===== config.mk =====
export PLATFORM = sky130hd
export DESIGN_NAME = mlp_layer_sequencer
export DESIGN_NICKNAME = d
export VERILOG_FILES = /design/src/rtl/mlp_layer_sequencer.sv
export SDC_FILE = /design/constraint.sdc
export NUM_CORES = 1
export LEC_CHECK = 0
export CORE_MARGIN = 2
export CORE_UTILIZATION = 30
export CTS_CLUSTER_DIAMETER = 60
export CTS_CLUSTER_SIZE = 28
export DETAILED_ROUTE_END_ITERATION = 7
export GPL_TIMING_DRIVEN = 0
export PLACE_DENSITY = 0.48
export SETUP_SLACK_MARGIN = 0.2
export SYNTH_ARGS = -nofsm -noshare
export SYNTH_HDL_FRONTEND = slang
export SYNTH_SLANG_ARGS = --single-unit

===== constraint.sdc =====
create_clock -name clk -period 1.95 [get_ports clk]
set_clock_uncertainty 0.2 [all_clocks]
set_input_delay 0.195 -clock clk [delete_from_list [all_inputs] [get_ports clk]]
set_output_delay 0.195 -clock clk [all_outputs]
set_load 0.1 [all_outputs]

===== src/rtl/mlp_layer_sequencer.sv =====
// Control sequencer for one fully-connected MLP layer: CLEAR/MAC/DRAIN/ACT/WRITE per neuron.
// Optional bias read per neuron is enabled by defining MLP_BIAS_EN.
module mlp_layer_sequencer #(
  parameter int ADDR_W  = 8,
  parameter int WADDR_W = 16
) (
  input  logic               clk,
  input  logic               rst,
  input  logic               start,
  input  logic [ADDR_W-1:0]  n_in_m1,
  input  logic [ADDR_W-1:0]  n_out_m1,
  input  logic               buf_ready,
  output logic               busy,
  output logic               done,
  output logic               swap,
  output logic               buf_rd_en,
  output logic [ADDR_W-1:0]  buf_rd_addr,
  output logic               w_rd_en,
  output logic [WADDR_W-1:0] w_addr,
  output logic               mac_clr,
  output logic               mac_en,
  output logic               bias_sel,
  output logic               act_en,
  output logic               out_wr_en,
  output logic [ADDR_W-1:0]  out_wr_addr
);

  typedef enum logic [2:0] {
    S_IDLE, S_WAIT, S_CLEAR, S_MAC, S_DRAIN, S_ACT, S_WRITE, S_DONE
  } state_t;

  state_t               state_q, state_d;
  logic [ADDR_W-1:0]    i_q, i_d;
  logic [ADDR_W-1:0]    j_q, j_d;
  logic [ADDR_W-1:0]    n_in_q, n_in_d;
  logic [ADDR_W-1:0]    n_out_q, n_out_d;
  logic [WADDR_W-1:0]   w_addr_q, w_addr_d;
  logic                 rd_vld_p1_q, rd_vld_p1_d;
  logic                 done_q, done_d;
  logic                 rd_buf, rd_w, clr, act, wr;
`ifdef MLP_BIAS_EN
  logic                 bias_ph_q, bias_ph_d;
  logic                 bias_p1_q, bias_p1_d;
  logic                 rd_bias;
`endif

  always_comb begin
    state_d     = state_q;
    i_d         = i_q;
    j_d         = j_q;
    n_in_d      = n_in_q;
    n_out_d     = n_out_q;
    w_addr_d    = w_addr_q;
    rd_buf      = 1'b0;
    rd_w        = 1'b0;
    clr         = 1'b0;
    act         = 1'b0;
    wr          = 1'b0;
`ifdef MLP_BIAS_EN
    bias_ph_d   = bias_ph_q;
    rd_bias     = 1'b0;
`endif
    case (state_q)
      S_IDLE: begin
        if (start) begin
          n_in_d   = n_in_m1;
          n_out_d  = n_out_m1;
          i_d      = '0;
          j_d      = '0;
          w_addr_d = '0;
          state_d  = S_WAIT;
        end
      end
      S_WAIT: begin
        if (buf_ready) state_d = S_CLEAR;
      end
      S_CLEAR: begin
        clr     = 1'b1;
        i_d     = '0;
        state_d = S_MAC;
      end
      S_MAC: begin
        // Weight address runs continuously across neurons (row-major rows).
        rd_w     = 1'b1;
        w_addr_d = w_addr_q + WADDR_W'(1);
`ifdef MLP_BIAS_EN
        if (bias_ph_q) begin
          rd_bias   = 1'b1;
          bias_ph_d = 1'b0;
          state_d   = S_DRAIN;
        end else begin
          rd_buf = 1'b1;
          if (i_q == n_in_q) bias_ph_d = 1'b1;
          else               i_d       = i_q + ADDR_W'(1);
        end
`else
        rd_buf = 1'b1;
        if (i_q == n_in_q) state_d = S_DRAIN;
        else               i_d     = i_q + ADDR_W'(1);
`endif
      end
      S_DRAIN: state_d = S_ACT;
      S_ACT: begin
        act     = 1'b1;
        state_d = S_WRITE;
      end
      S_WRITE: begin
        wr = 1'b1;
        if (j_q == n_out_q) begin
          state_d = S_DONE;
        end else begin
          j_d     = j_q + ADDR_W'(1);
          state_d = S_CLEAR;
        end
      end
      S_DONE:  state_d = S_IDLE;
      default: state_d = S_IDLE;
    endcase

    rd_vld_p1_d = rd_w;
    done_d      = (state_q == S_DONE);
`ifdef MLP_BIAS_EN
    bias_p1_d   = rd_bias;
`endif
  end

  // p1: memory read latency stage; MAC strobes follow the read by one cycle.
  always_ff @(posedge clk or negedge rst) begin
    if (!rst) begin
      state_q     <= S_IDLE;
      i_q         <= '0;
      j_q         <= '0;
      n_in_q      <= '0;
      n_out_q     <= '0;
      w_addr_q    <= '0;
      rd_vld_p1_q <= 1'b0;
      done_q      <= 1'b0;
`ifdef MLP_BIAS_EN
      bias_ph_q   <= 1'b0;
      bias_p1_q   <= 1'b0;
`endif
    end else begin
      state_q     <= state_d;
      i_q         <= i_d;
      j_q         <= j_d;
      n_in_q      <= n_in_d;
      n_out_q     <= n_out_d;
      w_addr_q    <= w_addr_d;
      rd_vld_p1_q <= rd_vld_p1_d;
      done_q      <= done_d;
`ifdef MLP_BIAS_EN
      bias_ph_q   <= bias_ph_d;
      bias_p1_q   <= bias_p1_d;
`endif
    end
  end

  assign busy        = (state_q != S_IDLE);
  assign done        = done_q;
  assign swap        = done_q;
  assign buf_rd_en   = rd_buf;
  assign buf_rd_addr = i_q;
  assign w_rd_en     = rd_w;
  assign w_addr      = w_addr_q;
  assign mac_clr     = clr;
  assign mac_en      = rd_vld_p1_q;
  assign act_en      = act;
  assign out_wr_en   = wr;
  assign out_wr_addr = j_q;
`ifdef MLP_BIAS_EN
  assign bias_sel    = bias_p1_q;
`else
  assign bias_sel    = 1'b0;
`endif

endmodule


# After elaboration in Yosys (flattened, before gate mapping)
# Index checks and enable logic that the tools add are counted.
word_totals:
  register_bits: 53
  inputBits: 20
  out_inout_bits: 42
  word_cells: 51
classes:
  n_addsub: 3
  eq_ne: 14
  n_mux: 16
  reduce_logical: 10
ops:
  columns: ["op", "n"]
  rows:
  - ["case mux 16 bit (2 select lines)", 1]
  - ["two-way mux 8 bit", 3]
  - ["case mux 3 bit (8 select lines)", 1]
  - ["case mux 8 bit (3 select lines)", 1]
  - ["adder 16 x 1 -> 16 bit, second input constant", 1]
  - ["adder 8 x 1 -> 8 bit, second input constant", 2]
  - ["== test 8 bit", 2]
  - ["two-way mux 16 bit", 1]
  - ["case mux 8 bit (2 select lines)", 1]
  - ["== test 3 bit, second input constant", 4]
  - ["two-way mux 3 bit", 4]
  - ["inequality test 2 bit, second input constant", 5]
  - ["AND reduction 3 bit", 3]
  - ["== test 3 x 2 -> 1 bit, second input constant", 2]
  - ["nonzero test 3 bit", 2]
  - ["two-way mux 1 bit", 4]
  - ["AND reduction 2 bit", 2]
  - ["nonzero test 2 bit", 2]
  - ["== test 3 x 1 -> 1 bit, second input constant", 1]
  - ["logical NOT 3 bit", 1]

# Depth between registers and ports, before layout
logic_depth:
  depth_word: 3
  mapped_depth: 7
  depth_no_buf: 6

# Worst setup path after synthesis
# No wires, ideal clock.
synth_path:
  kind: "reg-to-output"
  startpoint: "register state_q[2]"
  endpoint: "output port mac_clr"
  arrival_ns: 2.698
  t_required_ns: 1.555
  slack_ns: -1.143
  path_stages_with_launch: 3
  n_path_buf: 1
  path_cell_list: "dfrtp_1 -> clkbuf_1 -> nor3_1"
synth_between:
  elab_chain_cells: 2
synth_rtl:
  columns: ["element", "line_no", "rtl"]
  rows:
  - ["start: declaration", "32", "state_t state_q, state_d;"]
  - ["start signal: assignment", "143", "state_q <= state_d;"]
  - ["== test 3 x 2 -> 1 bit", "63", "case (state_q)"]
  - ["two-way mux 1 bit", "63", null]
  - ["end: declaration", "20", "output logic mac_clr,"]
# Every way passes these cells.

# Worst setup path in the final report
layout_path:
  startpoint: "register j_q[4], in the netlist out_wr_addr[4]"
  endpoint: "register j_q[4], in the netlist out_wr_addr[4]"
layout_between:
  elab_chain_cells: 3
  word_cells_on_any_way: 6
  classes_between: "add/sub: 1; eq/ne: 2; mux: 2; reduce/logical: 1"
layout_rtl:
  columns: ["element", "line_no", "rtl"]
  rows:
  - ["start: declaration", "34", "logic [ADDR_W-1:0] j_q, j_d;"]
  - ["start signal: assignment", "145", "j_q <= j_d;"]
  - ["adder 8 x 1 -> 8 bit / == test 8 bit (equally long branches)", "112, 109", null]
  - ["two-way mux 8 bit / inequality test 2 bit (equally long branches)", null, null]
  - ["case mux 8 bit (2 select lines) / AND reduction 3 bit (equally long branches)", null, null]
# Several ways; a longest one is shown, not always the timed one. The select of a mux whose other input is x is not followed.
# A chain may end at the register's enable or synchronous reset.

==> impl_metrics.ini <==
[worst_setup_path]
reg2reg_depth = 6
crit_path_max_fanout = 5
regToRegSetupSlack_ps = 90
rr_endpoint = out_wr_addr[4]$_DFFE_PN0P_
critPathCaptureType = register
endpoint_arrival_time_on_the_critical_path_ps = 1900
setup.worst_path.start_class = register
timing.setup.critical_path_class = register to register
timing.rr.start = out_wr_addr[4]$_DFFE_PN0P_
cp_data_required_time_ps = 1980

[min_path]
min_to = n_in_q[7]$_DFFE_PN0P_
timing.hold.worst_path_depth = 3
startpoint_of_the_tightest_hold_check_path = n_in_m1[7]
hold_path_class = input port to register

[floorplanning]
ioPinCount = 62
dieWidth_um = 99.6
floorplan.rows = 34
design.die.area_mm2 = 0.00992
fp.dieH_um = 99.6
placeableCoreArea_mm2 = 0.00881
floorplan.initialDensity_pct = 31.1

[layout]
layout-drive-gt1-share_pct = 46.0
stdcell_count = 508
commonest_non_fill_non_tap_cell_in_the_layout = nand2_1
most_used_cells_in_the_layout_excluding_fill_and_tap_cells = nand2_1 (69), buf_4 (25), dfrtp_4 (23)
finish.instance_area_mm2 = 0.00442
area.growth.synth_to_final_pct = 61.3
diodes = 0
final_nets = 422
n_fill_cell = 828

[yosys]
portion_of_the_post_synthesis_area_used_by_sequential_elements_pct = 48.4
synth.net_count = 325
synth_cells = 302
post_synth_instance_area_mm2 = 0.00274
post_synth_cell_types = 45
dominantRegCellSynth = dfrtp_1
synth_enable_flop_cells = 0
postSynthRegisterBits = 53
avgSynthCellArea_um2 = 9.08
synth_warnings = 0
synth_async_sr_flop_share_pct = 100

[timing]
report.final.slew_viol_count = 0
timing_hold_violations_final = 0
maxSlewHeadroom_pct = 50.1
final.period_utilization_pct = 95.5
timing.setup.tns_ps = 0
unrepaired_setup_endpoints_after_global_routing = yes
setup_viol_count_final = 0
final.min_clock_period_ps = 1860
max_freq_mhz = 537
max_slew.worst_pin.slew_ps = 748

[pwr]
total_leakage_power_uw = 0.00192
power.share.sequential_pct = 25.9
power_per_cell_area_mw_per_mm2 = 1810
cell_internal_pwr_uw = 3740
sw_frac_of_total_pct = 53.2
p_comb_share_pct = 65.3
pwr-share-clk_pct = 8.8
p_sw_uw = 4250
worst_ir_drop_vdd_mv = 1.14
p_total_uw = 7990

[clock_network]
cts_root_buf = clkbuf_8
cts_made_buffers = 5
clock-sinks = 53
clock_path_buffers = 2
cts_max_level = 2
clock_latency_ps = 310
tritoncts_clock_tree = done
cts.reportedPaths.clkPinSlew_ps = 100

[detailed_routing]
remaining_design_rule_violation_count = 0
drtPass1Iterations = 4
wl_um = 7790
vias = 2479
detail_route.vias_per_cell = 4.88
ant_nets = 0
wl_per_cell_um = 15.3
drt_iter0_drc = 61

[run_status]
run_status = completed

[place]
detailed_place_hpwl_um = 5110
final_wtd_congestion = 0.771
port_buffers = 60
place_area_mm2 = 0.00366
placed_cells_incl_taps = 471

[global_routing]
grt_remaining_overflow = 0
global_router_s_overall_resource_usage_pct = 15.7
grt_start_max_net_pins = 31
vias_in_the_first_global_route = 2435
grt_pass1_wl_um = 12500
antenna_found_initial = 0

[job]
maxCapViolCount = 0
[flip-flops by register name, indices dropped and copies added, names as in the netlist]
name	count
out_wr_addr	8
buf_rd_addr	8
w_addr	16
n_in_q	8
mac_en	1
n_out_q	8
state_q	3
done	1
[synth_stat cells, types with 2 or more instances]
library cell	count	area share [%]
o21ai_1	4	0.73
nor2_1	13	1.8
nor4_1	2	0.46
o31ai_1	2	0.55
mux2i_1	7	2.6
nand2_1	71	9.7
inv_1	6	0.82
mux2_2	2	0.82
and4_1	3	0.96
nand4_1	9	2.1
o21ai_0	22	4.0
buf_2	4	0.73
buf_4	7	1.9
and2_1	2	0.46
dfrtp_1	53	48
a21oi_1	5	0.91
nand4_2	2	0.91
xor2_1	8	2.6
a21boi_1	3	0.82
nand3_1	23	4.2
or3_1	4	0.91
nand2b_1	3	0.68
ha_1	3	1.4
or2_1	2	0.46
xnor2_1	8	2.6
and3_1	7	1.6
clkbuf_1	5	0.68
nor3_1	5	0.91
[power by group through the flow]
stage	clock network, uW	registers [uW]	logic, uW
2_1_floorplan	0	3440	1700
3_3_place_gp	0	2050	4100
3_5_place_dp	0	2040	4110
4_1_cts	718	2020	4710
5_1_grt	755	2150	5510
6_report	705	2070	5220
[layout make-up]
cell class / count / area, um^2 / area share (%)
multi-input cells: 226 / 1670 / 37.9
flip-flops and latches: 53 / 1420 / 32.2
repair buffers: 90 / 883 / 20.0
plain buffers: 17 / 174 / 3.93
well taps: 108 / 135 / 3.06
clock buffers: 7 / 96.3 / 2.18
inverters: 6 / 30.0 / 0.679
clock inverters: 1 / 5.00 / 0.113
[repair_timing]
action,4_1_cts,5_1_grt
hold endpoints to repair,29,0
buffers inserted,12,13
gates cloned,2,1
endpoints found under the setup margin,90,73
pin swaps,15,26
hold buffers,1,0
gates resized for setup,203,96
[worst max-delay path by stage]
stage,from,endpoint,slack [ps],cells after the start
after global routing,out_wr_addr[4]$_DFFE_PN0P_,out_wr_addr[4]$_DFFE_PN0P_,-30,6
after CTS,out_wr_addr[4]$_DFFE_PN0P_,out_wr_addr[4]$_DFFE_PN0P_,80,6
after floorplan,buf_rd_addr[2]$_DFFE_PN0P_,buf_rd_addr[4]$_DFFE_PN0P_,70,7
after global placement,rst,w_addr[10]$_DFFE_PN0P_,-1770,1
after detailed placement,state_q[2]$_DFFE_PN0P_,w_rd_en,-760,5
final,out_wr_addr[4]$_DFFE_PN0P_,out_wr_addr[4]$_DFFE_PN0P_,90,6
[per-layer routing]
metal  vias to the layer above  track usage (%)  share of wire (%)
met4                         0             3.16               0.63
met1                      1196             22.1                 50
met3                         4             2.88                3.6
li1                       1234                -                  -
met2                        45             25.5                 45
met5                         -                0                  0
[critical path, cell delays in order, from the launching register on]
cell     delay [ps]
dfrtp_4         500
xor2_2          150
nor4_2          340
nand2_2         160
buf_6           170
nand4_1          80
mux2i_1         180
[stage by stage]
| stage | utilization (%) | setup WS, ps | hold slack (ps) |
|---|---|---|---|
| after floorplan | - | 65.3 | -301 |
| after global placement | 41.4 | -1770 | 281 |
| after detailed placement | 41.6 | -757 | 114 |
| after CTS | 46.8 | 79.3 | 200 |
| after global routing | 50.2 | -27.1 | 211 |
| final | 50.2 | 88.0 | 204 |
[cell families after synthesis]
logic type      Yosys count  synth area share (%)
mux                       9                  3.38
simple gates            151                  26.7
buf+inv                  23                  4.56
flops                    53                  48.4
fa+ha+maj                 3                  1.37
compound gates           46                  10.3
xor+xnor                 16                  5.11
other cells               1                 0.137
(Power assumes the default switching activity.)
